==> config.mk <==
export PLATFORM = sky130hd
export DESIGN_NAME = store_trace_buffer
export DESIGN_NICKNAME = d
export VERILOG_FILES = /design/src/rtl/store_trace_buffer.sv
export SDC_FILE = /design/constraint.sdc
export NUM_CORES = 2
export LEC_CHECK = 0
export CAP_MARGIN = 15
export CORE_MARGIN = 10
export CORE_UTILIZATION = 50
export CTS_CLUSTER_SIZE = 25
export DETAILED_ROUTE_END_ITERATION = 8
export PLACE_DENSITY = 0.79
export SETUP_SLACK_MARGIN = 0.05
export SLEW_MARGIN = 20
export SYNTH_ARGS = -nofsm -noshare
export SYNTH_HDL_FRONTEND = slang
export SYNTH_SLANG_ARGS = --single-unit
==> constraint.sdc <==
create_clock -name CLOCK_50 -period 21.1 [get_ports CLOCK_50]
set_input_delay 4.22 -clock CLOCK_50 [delete_from_list [all_inputs] [get_ports CLOCK_50]]
set_output_delay 4.22 -clock CLOCK_50 [all_outputs]
set_load 0.01 [all_outputs]
==> src/rtl/store_trace_buffer.sv <==
// rtl/store_trace_buffer.sv - circular trace of processor data-memory stores, drained in order on dump
// Optional build macro STORE_TRACE_DEDUP_EN: skip stores identical (addr and data) to the last pushed entry.
module store_trace_buffer #(
  parameter int N     = 64,
  parameter int DEPTH = 16,
  parameter int CYC_W = 32
) (
  input  logic                     CLOCK_50,
  input  logic                     reset,
  input  logic                     DM_writeEnable,
  input  logic [N-1:0]             DM_addr,
  input  logic [N-1:0]             DM_writeData,
  input  logic                     dump,
  output logic                     out_valid,
  input  logic                     out_ready,
  output logic [N-1:0]             out_addr,
  output logic [N-1:0]             out_data,
  output logic [CYC_W-1:0]         out_cycle,
  output logic [$clog2(DEPTH):0]   count,
  output logic                     overflow,
  output logic                     done
);

  localparam int PTR_W = $clog2(DEPTH);
  localparam int CNT_W = PTR_W + 1;
  localparam int ENT_W = 2 * N + CYC_W;

  typedef enum logic [1:0] {S_CAPTURE, S_DRAIN, S_DONE} state_t;

  state_t             state_q, state_d;
  logic [PTR_W-1:0]   wr_ptr_q, wr_ptr_d;
  logic [PTR_W-1:0]   rd_ptr_q, rd_ptr_d;
  logic [CNT_W-1:0]   count_q, count_d;
  logic [CYC_W-1:0]   cyc_q, cyc_d;
  logic               overflow_q, overflow_d;
  logic [ENT_W-1:0]   hold_q, hold_d;
  logic [ENT_W-1:0]   mem_q [DEPTH];

  logic               store_dup;
  logic               capture_req;
  logic               full;
  logic               push;
  logic               pop;
  logic [ENT_W-1:0]   head;
  logic [ENT_W-1:0]   out_ent;

`ifdef STORE_TRACE_DEDUP_EN
  logic               ref_valid_q, ref_valid_d;
  logic [N-1:0]       ref_addr_q, ref_addr_d;
  logic [N-1:0]       ref_data_q, ref_data_d;

  // Duplicate detection against the most recently pushed store; reference moves only on a real push
  always_comb begin
    store_dup   = ref_valid_q && (DM_addr == ref_addr_q) && (DM_writeData == ref_data_q);
    ref_valid_d = ref_valid_q;
    ref_addr_d  = ref_addr_q;
    ref_data_d  = ref_data_q;
    if (push) begin
      ref_valid_d = 1'b1;
      ref_addr_d  = DM_addr;
      ref_data_d  = DM_writeData;
    end
  end

  // Dedup reference register; invalid after reset
  always_ff @(posedge CLOCK_50) begin
    if (reset) begin
      ref_valid_q <= 1'b0;
      ref_addr_q  <= '0;
      ref_data_q  <= '0;
    end else begin
      ref_valid_q <= ref_valid_d;
      ref_addr_q  <= ref_addr_d;
      ref_data_q  <= ref_data_d;
    end
  end
`else
  // Without dedup every store is a push candidate
  always_comb begin
    store_dup = 1'b0;
  end
`endif

  // Capture/drain datapath, occupancy and next-state logic
  always_comb begin
    head        = mem_q[rd_ptr_q];
    full        = (count_q == CNT_W'(DEPTH));
    capture_req = (state_q == S_CAPTURE) && DM_writeEnable && !store_dup;
    push        = capture_req && !full;
    out_valid   = (state_q == S_DRAIN) && (count_q != '0);
    pop         = out_valid && out_ready;
    done        = (state_q == S_DONE);

    out_ent     = out_valid ? head : hold_q;
    hold_d      = out_ent;

    cyc_d       = cyc_q + CYC_W'(1);
    overflow_d  = overflow_q | (capture_req && full);
    wr_ptr_d    = push ? wr_ptr_q + PTR_W'(1) : wr_ptr_q;
    rd_ptr_d    = pop  ? rd_ptr_q + PTR_W'(1) : rd_ptr_q;

    count_d     = count_q;
    if (push) begin
      count_d = count_q + CNT_W'(1);
    end else if (pop) begin
      count_d = count_q - CNT_W'(1);
    end

    state_d = state_q;
    case (state_q)
      S_CAPTURE: if (dump)              state_d = S_DRAIN;
      S_DRAIN:   if (count_d == '0)     state_d = S_DONE;
      S_DONE:                           state_d = S_DONE;
      default:                          state_d = S_CAPTURE;
    endcase
  end

  assign out_addr  = out_ent[ENT_W-1 -: N];
  assign out_data  = out_ent[CYC_W +: N];
  assign out_cycle = out_ent[CYC_W-1:0];
  assign count     = count_q;
  assign overflow  = overflow_q;

  // Control and status registers
  always_ff @(posedge CLOCK_50) begin
    if (reset) begin
      state_q    <= S_CAPTURE;
      wr_ptr_q   <= '0;
      rd_ptr_q   <= '0;
      count_q    <= '0;
      cyc_q      <= '0;
      overflow_q <= 1'b0;
      hold_q     <= '0;
    end else begin
      state_q    <= state_d;
      wr_ptr_q   <= wr_ptr_d;
      rd_ptr_q   <= rd_ptr_d;
      count_q    <= count_d;
      cyc_q      <= cyc_d;
      overflow_q <= overflow_d;
      hold_q     <= hold_d;
    end
  end

  // Entry storage; stale contents are unreachable once count is cleared
  always_ff @(posedge CLOCK_50) begin
    if (push) begin
      mem_q[wr_ptr_q] <= {DM_addr, DM_writeData, cyc_q};
    end
  end

endmodule

==> impl_metrics.ini <==
[layout]
final_net_count = 5010
fillers = 14310
areaGrowthSynthToFinish_pct = 14.85
drive_gt1_frac = 0.2843

[floorplan]
fp.dieH_um = 477.6
start_util = 0.5040
die_area_um2 = 228100
row_count = 167
fp.coreArea_um2 = 207700
pin_count = 301
fp.dieW_um = 477.6

[cts]
cts-root-buf = clkbuf_16
cts_tree = yes
clk-insertion-delay-late_ps = 940
path_clk_slew_ps = 60
cts_num_sinks = 2772
cts_resized = 0
cts_setup_buffers = 0
hold_buffers = 0
cts_inserted_buffers = 295
htreeDepth = 5
clockBufferDepth = 4

[setup_path]
end_kind = output pin
critPathLaunchType = register
required_ps = 16880
crit_type = reg -> out
cp.arrival_ps = 6150
worstPathMaxFanout = 107

[place]
port-buffer-count = 300
gp_congestion = 0.7298
hpwlAfterDp_um = 115400

[synth]
synth-main-ff-cell = edfxtp_1
synth_area_leaders = edfxtp_1 (73%), mux4_2 (17%), dfxtp_1 (4.1%), mux2_2 (1.7%), and2_1 (0.99%)
synth_seq_area_share = 0.7749
synth_cell_type_count = 40
ys.warnings.count = 0
synth_edf_count = 2560
synth_area_per_cell_um2 = 23.71
synth_top_area_frac = 0.7343
synth.most_common_cell = edfxtp_1
syn_inst = 4416
synthesis.nets = 4561
netlist_area_um2 = 104700
synth_seq_cells = 2772
ys_async_sr_fraction = 0
synth_area_leader_cell = edfxtp_1
synth_common_cells = edfxtp_1 (2560), mux4_2 (779), dfxtp_1 (212)

[flow_run]
max_cap_viol_count = 0

[global_routing]
grt_pass1_vias = 50830
antenna_found_initial = 36
grt_max_degree = 153
overflow = 0
grt.total_usage = 0.2101
grt_first_pass_wirelength_um = 354700

[drt]
drc = 0
detail-route-antenna-nets = 0
wire_per_inst_um = 30.69
first_iter_violations = 5888
wl_um = 241900
drt_pass1_iterations = 6
vias = 48360
viasPerCell = 6.134

[worst_hold_path]
hp-start = rd_ptr_q[3]
min_path_type = reg -> reg

[timing]
fin_skew_ps = 72.91
fin_crit_sh = 0.4917
slew_headroom = 0.2139
fmax_mhz = 96.39
setup_tns_ps = 0
hold_viol = 0
worstMarginPinSlew_ps = 1179
finalCriticalPeriod_ps = 10370
grt_setup_unrepaired = no
slew_violations = 0
setup_viol_count_final = 0

[power_and_ir_drop]
power_density_nw_per_um2 = 104.7
total_power_mw = 12.58
p_leak_nw = 36.92
vdd_ir_drop_max_uv = 128.7

[run_status]
status = finished clean
==> stage by stage <==
step	std cells	setup WS (ps)	hold slack, ps	cell area, µm²	util
CTS	7869	10400	514.6	120200	0.5786
global placement	7355	11430	469.8	110900	0.5339
global route	7880	10120	554.3	120200	0.5788
finish	7884	10730	506.0	120200	0.5789
floorplan	4416	4653	472.5	104700	-
detailed placement	7355	11420	488.7	110900	0.5339
==> worst paths after layout <==
check / end / slack [ps] / cells past startpoint
worst max-delay path: out_addr[5] / 10730 / 9
worst min register to register: rd_ptr_q[3] / 510 / 2
worst min-delay path: rd_ptr_q[3] / 510 / 2
worst max register to register: hold_q[107] / 16190 / 9
==> sequential cells by signal (all words and copies together), names as in the netlist, named ones only <==
name	flops
count	5
cyc_q	32
hold_q	160
mem_q	2560
overflow	1
rd_ptr_q	4
state_q	2
wr_ptr_q	4
==> cells in the final DEF, fill, tap and decap left out, drive strengths merged, types with 7 or more instances in the layout <==
| cell type | count |
|---|---|
| and2 | 166 |
| nand2 | 25 |
| clkinvlp | 7 |
| buf | 83 |
| bufinv | 22 |
| nor2 | 55 |
| clkdlybuf4s50 | 299 |
| a211oi | 21 |
| edfxtp | 2560 |
| nand3 | 16 |
| clkinv | 84 |
| dfxtp | 212 |
| xor2 | 24 |
| inv | 19 |
| nor2b | 25 |
| clkbuf | 392 |
| nand4 | 9 |
| ha | 12 |
| mux4 | 779 |
| diode | 14 |
| nor3 | 11 |
| xnor2 | 8 |
| mux2i | 25 |
| mux2 | 160 |
| a21oi | 31 |
==> logic make-up (layout without fill, tap and decap cells) <==
kind of cell    Yosys count  in the layout  synth area share
fa+ha+maj                12             12          0.001434
buf+inv                 240            906           0.01208
simple gates            327            327           0.01753
xor+xnor                 32             32          0.002677
flops                  2772           2772            0.7749
other cells               0             14                 0
compound gates           69             69          0.004207
mux                     964            964            0.1872
==> area by class of cell <==
class | instances | area, µm² | share of cell area
sequential | 2772 | 81130 | 0.6748
multi-input combinational | 1404 | 22420 | 0.1865
clock buffer | 392 | 8105 | 0.06741
timing repair buffer | 382 | 3830 | 0.03185
antenna | 14 | 35.03 | 0.0002914
clock inverter | 122 | 1180 | 0.009813
tap | 2788 | 3488 | 0.02901
inverter | 10 | 42.54 | 0.0003538
==> power by group <==
part | internal [mW] | switching, mW
Clock | 2.96 | 2.04
Sequential | 6.19 | 0.0547
Combinational | 0.666 | 0.669
Total | 9.82 | 2.77
==> critical path, stage by stage (launching register included) <==
cell	delay, ps
dfxtp_4	730
buf_12	640
buf_12	680
buf_4	830
mux4_2	590
nor2b_1	140
a211oi_1	270
a21oi_1	180
mux2_2	390
clkdlybuf4s50_1	550
==> layer usage <==
layer | routed length [µm] | track usage
met1 | 89740 | 0.2791
met2 | 123200 | 0.3498
met3 | 20960 | 0.04062
met4 | 7907 | 0.07326
met5 | 152 | 0
Note: power is estimated with default switching activity, not from simulation.
